<file path="src/rtl/tile_pixel_pipe_if.sv">
// Pixel-stream bundle between the VGA timing side, the map RAM and the colour register.
// Handshake: valid-only, no ready; a beat transfers on every clock where pix_valid/out_valid is high.
interface tile_pixel_pipe_if #(
   parameter int TILE_BITS = 5,
   parameter int COL_BITS  = 4,
   parameter int ROW_BITS  = 4
);
   logic                          pix_valid;
   logic [COL_BITS+TILE_BITS-1:0] pix_x;
   logic [ROW_BITS+TILE_BITS-1:0] pix_y;
   logic                          frame_start;
   logic                          game_over;
   logic [ROW_BITS+COL_BITS-1:0]  map_addr;
   logic [3:0]                    map_rdata;
   logic                          out_valid;
   logic [11:0]                   out_rgb;

   modport master (
      output pix_valid, pix_x, pix_y, frame_start, game_over, map_rdata,
      input  map_addr, out_valid, out_rgb
   );

   modport slave (
      input  pix_valid, pix_x, pix_y, frame_start, game_over, map_rdata,
      output map_addr, out_valid, out_rgb
   );
endinterface

</file>
<file path="src/rtl/tile_pixel_pipe.sv">
// Tile-map pixel renderer: coordinate -> map RAM address -> tile shape colour, 3-stage pipeline.
// Stage 0 issues the RAM read, stage 1 waits for the RAM, stage 2 shades.
module tile_pixel_pipe #(
   parameter int          TILE_BITS = 5,
   parameter int          MAP_COLS  = 16,
   parameter int          MAP_ROWS  = 16,
   parameter int          COL_BITS  = 4,
   parameter int          ROW_BITS  = 4,
   parameter int          BLINK_BIT = 4,
   parameter logic [11:0] GROUND_C  = 12'h0F0,
   parameter logic [11:0] FOOD_C    = 12'h0FF,
   parameter logic [11:0] BODY_C    = 12'hF00,
   parameter logic [11:0] HEAD_C    = 12'hF0F,
   parameter logic [11:0] DEAD_C    = 12'h00F,
   parameter logic [11:0] BORDER_C  = 12'h000
) (
   input logic              clk,
   input logic              rst,
   tile_pixel_pipe_if.slave bus
);
   localparam int T = 1 << TILE_BITS;
   localparam logic [TILE_BITS-1:0] B_OFF  = TILE_BITS'(T / 4);
   localparam logic [TILE_BITS-1:0] TMB    = TILE_BITS'(T - T / 4);
   localparam logic [TILE_BITS-1:0] HALF   = TILE_BITS'(T / 2);
   localparam logic [COL_BITS:0]    COLS_W = (COL_BITS + 1)'(MAP_COLS);
   localparam logic [ROW_BITS:0]    ROWS_W = (ROW_BITS + 1)'(MAP_ROWS);

   logic [COL_BITS-1:0] col_in;
   logic [ROW_BITS-1:0] row_in;
   logic                oob_in;

   logic [ROW_BITS+COL_BITS-1:0] map_addr_q;
   logic [TILE_BITS-1:0]         ox0, oy0, ox1, oy1;
   logic                         oob0, oob1;
   logic                         v0, v1;
   logic                         out_valid_q;
   logic [11:0]                  out_rgb_q;
   logic [7:0]                   frame_cnt;
   logic                         blink;

   logic        hb, vb, in_shape;
   logic [11:0] shape_c, colour;

   assign col_in = bus.pix_x[COL_BITS+TILE_BITS-1 -: COL_BITS];
   assign row_in = bus.pix_y[ROW_BITS+TILE_BITS-1 -: ROW_BITS];
   assign oob_in = ({1'b0, col_in} >= COLS_W) || ({1'b0, row_in} >= ROWS_W);
   assign blink  = frame_cnt[BLINK_BIT];

   // Control and output registers; reset discards everything in flight.
   always_ff @(posedge clk) begin
      if (rst) begin
         v0          <= 1'b0;
         v1          <= 1'b0;
         out_valid_q <= 1'b0;
         out_rgb_q   <= BORDER_C;
         map_addr_q  <= '0;
         frame_cnt   <= '0;
      end else begin
         v0          <= bus.pix_valid;
         map_addr_q  <= {row_in, col_in};
         v1          <= v0;
         out_valid_q <= v1;
         out_rgb_q   <= v1 ? colour : BORDER_C;
         if (bus.frame_start) frame_cnt <= frame_cnt + 8'd1;
      end
   end

   always_ff @(posedge clk) begin
      ox0  <= bus.pix_x[TILE_BITS-1:0];
      oy0  <= bus.pix_y[TILE_BITS-1:0];
      oob0 <= oob_in;
      ox1  <= ox0;
      oy1  <= oy0;
      oob1 <= oob0;
   end

   // Shape decode: hb/vb are the centre bands; corner and end tiles trim them.
   always_comb begin
      hb       = (oy1 >= B_OFF) && (oy1 < TMB);
      vb       = (ox1 >= B_OFF) && (ox1 < TMB);
      in_shape = 1'b0;
      shape_c  = BODY_C;
      colour   = GROUND_C;
      case (bus.map_rdata)
         4'd0:  in_shape = 1'b0;
         4'd1: begin
            in_shape = hb && vb && !blink;
            shape_c  = FOOD_C;
         end
         4'd2:  in_shape = hb;
         4'd3:  in_shape = vb;
         4'd4:  in_shape = (hb && (ox1 < TMB))    || (vb && (oy1 < TMB));
         4'd5:  in_shape = (hb && (ox1 >= B_OFF)) || (vb && (oy1 < TMB));
         4'd6:  in_shape = (hb && (ox1 < TMB))    || (vb && (oy1 >= B_OFF));
         4'd7:  in_shape = (hb && (ox1 >= B_OFF)) || (vb && (oy1 >= B_OFF));
         4'd8:  in_shape = hb && (ox1 >= HALF);
         4'd9:  in_shape = hb && (ox1 < HALF);
         4'd10: in_shape = vb && (oy1 >= HALF);
         4'd11: in_shape = vb && (oy1 < HALF);
         4'd12: in_shape = hb && (ox1 >= B_OFF);
         4'd13: in_shape = hb && (ox1 < TMB);
         4'd14: in_shape = vb && (oy1 >= B_OFF);
         4'd15: in_shape = vb && (oy1 < TMB);
         default: in_shape = 1'b0;
      endcase
      if (bus.map_rdata >= 4'd12) shape_c = bus.game_over ? DEAD_C : HEAD_C;
      if (oob1)          colour = BORDER_C;
      else if (in_shape) colour = shape_c;
   end

   assign bus.map_addr  = map_addr_q;
   assign bus.out_valid = out_valid_q;
   assign bus.out_rgb   = out_rgb_q;
endmodule

</file>
<file path="src/flat_wrapper.sv">
// flat-port wrapper written by rule: the top's interface ports become plain ports
module tile_pixel_pipe_flat 
#(
   parameter int          TILE_BITS = 5,
   parameter int          MAP_COLS  = 16,
   parameter int          MAP_ROWS  = 16,
   parameter int          COL_BITS  = 4,
   parameter int          ROW_BITS  = 4,
   parameter int          BLINK_BIT = 4,
   parameter logic [11:0] GROUND_C  = 12'h0F0,
   parameter logic [11:0] FOOD_C    = 12'h0FF,
   parameter logic [11:0] BODY_C    = 12'hF00,
   parameter logic [11:0] HEAD_C    = 12'hF0F,
   parameter logic [11:0] DEAD_C    = 12'h00F,
   parameter logic [11:0] BORDER_C  = 12'h000
)
  (clk, rst, bus_pix_valid, bus_pix_x, bus_pix_y, bus_frame_start, bus_game_over, bus_map_rdata, bus_map_addr, bus_out_valid, bus_out_rgb);
  tile_pixel_pipe_if #(.TILE_BITS(TILE_BITS), .COL_BITS(COL_BITS), .ROW_BITS(ROW_BITS)) bus_i ();
  input logic clk;
  input logic rst;
  input wire logic [$bits(bus_i.pix_valid)-1:0] bus_pix_valid;
  input wire logic [$bits(bus_i.pix_x)-1:0] bus_pix_x;
  input wire logic [$bits(bus_i.pix_y)-1:0] bus_pix_y;
  input wire logic [$bits(bus_i.frame_start)-1:0] bus_frame_start;
  input wire logic [$bits(bus_i.game_over)-1:0] bus_game_over;
  input wire logic [$bits(bus_i.map_rdata)-1:0] bus_map_rdata;
  output wire logic [$bits(bus_i.map_addr)-1:0] bus_map_addr;
  output wire logic [$bits(bus_i.out_valid)-1:0] bus_out_valid;
  output wire logic [$bits(bus_i.out_rgb)-1:0] bus_out_rgb;
  assign bus_i.pix_valid = bus_pix_valid;
  assign bus_i.pix_x = bus_pix_x;
  assign bus_i.pix_y = bus_pix_y;
  assign bus_i.frame_start = bus_frame_start;
  assign bus_i.game_over = bus_game_over;
  assign bus_i.map_rdata = bus_map_rdata;
  assign bus_map_addr = bus_i.map_addr;
  assign bus_out_valid = bus_i.out_valid;
  assign bus_out_rgb = bus_i.out_rgb;
  tile_pixel_pipe #(.TILE_BITS(TILE_BITS), .MAP_COLS(MAP_COLS), .MAP_ROWS(MAP_ROWS), .COL_BITS(COL_BITS), .ROW_BITS(ROW_BITS), .BLINK_BIT(BLINK_BIT), .GROUND_C(GROUND_C), .FOOD_C(FOOD_C), .BODY_C(BODY_C), .HEAD_C(HEAD_C), .DEAD_C(DEAD_C), .BORDER_C(BORDER_C)) u_core (.clk(clk), .rst(rst), .bus(bus_i));
endmodule
</file>
<file path="config.mk">
export PLATFORM = sky130hd
export DESIGN_NAME = tile_pixel_pipe_flat
export DESIGN_NICKNAME = d
export VERILOG_FILES = /design/src/rtl/tile_pixel_pipe_if.sv /design/src/rtl/tile_pixel_pipe.sv /design/src/flat_wrapper.sv
export SDC_FILE = /design/constraint.sdc
export NUM_CORES = 1
export LEC_CHECK = 0
export ABC_CLOCK_PERIOD_IN_PS = 4500
export CORE_MARGIN = 2
export CORE_UTILIZATION = 35
export DETAILED_ROUTE_END_ITERATION = 7
export GPL_TIMING_DRIVEN = 0
export PLACE_DENSITY = 0.66
export SLEW_MARGIN = 10
export SYNTH_ARGS = -nofsm -noshare
export SYNTH_HDL_FRONTEND = slang
export SYNTH_SLANG_ARGS = --single-unit
</file>
<file path="constraint.sdc">
create_clock -name clk -period 4.5 [get_ports clk]
set_input_delay 0.45 -clock clk [delete_from_list [all_inputs] [get_ports clk]]
set_output_delay 0.45 -clock clk [all_outputs]
set_load 0.02 [all_outputs]
</file>
==> out/qor.yml <==
outcome:
  status: "finished clean"
final_layout:
  final_layout_size_suffix_gt1_frac: 0.135
  multi_input_area_um2: 469
  final-seq-area_um2: 661
  final_core_util: 0.523
  area_delta_synth_final_pct: 40.4
  fillers: 315
  antennaDiodeCount: 0
  nets: 197
  final_cell_count_no_fill: 209
placement:
  portBuffers: 41
  dp_cells: 203
  gp_congestion: 0.856
  hpwl_mm: 1.68
  dp_worst_setup_slack_ps: 2320
routing:
  drtIter0Drc: 41
  drtAntennaViolNets: 0
  viasPerCell: 4.45
  num_vias: 930
  wl_per_cell_um: 10.6
  drc: 0
  drt-pass1-iter-count: 4
  wl_mm: 2.21
floorplanning:
  fp.dieW_um: 64.1
  ios: 48
  initial_core_util: 0.372
  die_h_um: 64.1
  die-area_mm2: 0.00410
  core_area_mm2: 0.00339
  rows: 21
sta:
  rsz0062_at_grt: "false"
  fin_tns_setup_ps: 0
  fin_worst_skew_ps: 8.28
  hold_violations: 0
  fmax_ghz: 0.533
  tightest_slew_ps: 406
  min_period_ps: 1880
  maxSlewHeadroom: 0.723
  fin_ws_ps: 2620
  finalCritPeriodShare: 0.417
  drv_slew: 0
  setup_viol: 0
synthesis:
  ys_ff_latch: 33
  synthFlopType: "dfxtp_1"
  syn_area_mm2: 0.00126
  synth_warnings: 0
  yosysMostFrequentCell: "dfxtp_1"
  syn_nets: 149
  yosys.cell_types.count: 33
  yosys-top-cells-count: "dfxtp_1, nor2b_1, buf_4"
  synth_top_cell_area_share: 0.523
  yosys.area.top_type: "dfxtp_1"
  syn_inst: 116
  synth-edff-count: 0
  ys_seq_area_frac: 0.523
  synthTopCellsByArea: "dfxtp_1, ha_1, nor2b_1"
  avgSynthCellArea_um2: 10.9
  async_reset_ff_frac: 0
clocking:
  ctsResizeCount: 0
  cts_tree: "yes"
  clock-sinks: 33
  cts_max_path_buffers: 2
  cts_setup_buffers: 0
  cts_buffers: 5
  cts-root-buf: "clkbuf_4"
  holdBufCountCts: 0
  htreeDepth: 2
  clkTransAtPathRegs_ps: 90
  clock_latency_ps: 320
worst_setup_path:
  path_max_fanout: 4
  crit_required_ps: 4050
  cp.arrival_ps: 1430
  critPathLaunchType: "register"
  reg2reg_depth: 7
  crit_type: "register to primary output"
  end_kind: "primary output"
global_route:
  grt_pass1_vias: 923
  grt-ovfl-total: 0
  grt_use_total: 0.123
  grt_max_degree: 11
  antenna_found_initial: 0
  grt_pass1_wl_mm: 3.83
power_and_ir_drop:
  seqPwrFrac: 0.591
  p_leak_uw: 0.000748
  ir_worst_vdd_uv: 190
  p_sw_frac: 0.234
  power.internal_uw: 405
  clkPwrFrac: 0.264
  pwr_density_cell_mw_per_mm2: 298
  p_comb_frac: 0.146
  switching_power_uw: 124
  power.total_uw: 529
flow_run:
  max-cap-violations: 0
min_path:
  hold_depth: 0
  hp-class: "register to register"
-- per-stage QoR --
step	cell area [µm²]	hold slack (ps)
2_1_floorplan	1260	310
3_3_place_gp	1730	312
3_5_place_dp	1730	316
4_1_cts	1770	337
5_1_grt	1770	342
6_report	1770	334
-- per-layer routing --
layer,GRT usage,wire (µm)
met2,0.185,935
met4,0.0897,70
met3,0.0581,233
met5,0,0
met1,0.135,974
-- worst max-delay path, cell delays in order, from the launching register on --
cell             delay, ps
dfxtp_1                390
buf_4                  120
clkdlybuf4s50_1        590
-- state kept, by name (all words and copies together) (netlist names) --
signal                flops
u_core.bus.map_addr       8
u_core.bus.out_rgb        3
u_core.bus.out_valid      1
u_core.frame_cnt          5
u_core.ox0                5
u_core.ox1                5
u_core.oy0                2
u_core.oy1                2
u_core.v0                 1
u_core.v1                 1
-- power by group through the flow --
| stage | sequential (µW) | combinational [µW] | clock, µW |
|---|---|---|---|
| after global placement | 319 | 75.5 | 0 |
| after CTS | 313 | 77.8 | 148 |
| after detailed placement | 320 | 77.4 | 0 |
| after floorplan | 324 | 35.6 | 0 |
| final | 312 | 77.2 | 139 |
| after global routing | 314 | 84.5 | 159 |
-- logic make-up (layout without fill, tap and decap cells) --
group                    after synthesis  count (layout)  share of synthesized area
AO/OA/AOI/OAI                          9               9                     0.0545
XOR/XNOR                               5               5                     0.0347
adder cells (fa/ha/maj)                6               6                     0.0595
flip-flops                            33              33                      0.523
multiplexers                           4               4                     0.0337
AND/OR/NAND/NOR                       39              39                      0.189
buffers and inverters                 20              67                      0.105
-- cell type report --
cell class                      count  area share
Multi-Input combinational cell     63       0.265
Inverter                            6      0.0127
Sequential cell                    33       0.373
Buffer                             14      0.0621
Clock buffer                        5      0.0212
Clock inverter                      1     0.00282
Timing Repair Buffer               41       0.231
Tap cell                           46      0.0325
-- layout by cell type, fill, tap and decap left out, types with 2 or more instances in the layout --
| master | n |
|---|---|
| buf_4 | 9 |
| buf_6 | 3 |
| clkbuf_4 | 5 |
| clkdlybuf4s50_1 | 41 |
| dfxtp_1 | 33 |
| ha_1 | 6 |
| inv_1 | 6 |
| mux2_1 | 2 |
| mux2i_1 | 2 |
| nand2_1 | 5 |
| nand2b_1 | 2 |
| nand4_1 | 3 |
| nor2_1 | 7 |
| nor2b_1 | 12 |
| nor3_1 | 3 |
| xor2_1 | 4 |
-- worst paths after layout --
kind	startpoint	to	slack (ps)
hold reg to reg	u_core.ox0[0]$_DFF_P_	u_core.ox1[0]$_DFF_P_	330
setup reg to reg	u_core.oy1[4]$_DFF_P_	u_core.bus.out_rgb[10]$_SDFF_PP0_	2670
setup / recovery	u_core.bus.out_rgb[3]$_SDFF_PP0_	bus_out_rgb[1]	2620
hold / removal	u_core.ox0[0]$_DFF_P_	u_core.ox1[0]$_DFF_P_	330
Note: power is estimated with default switching activity, not from simulation.
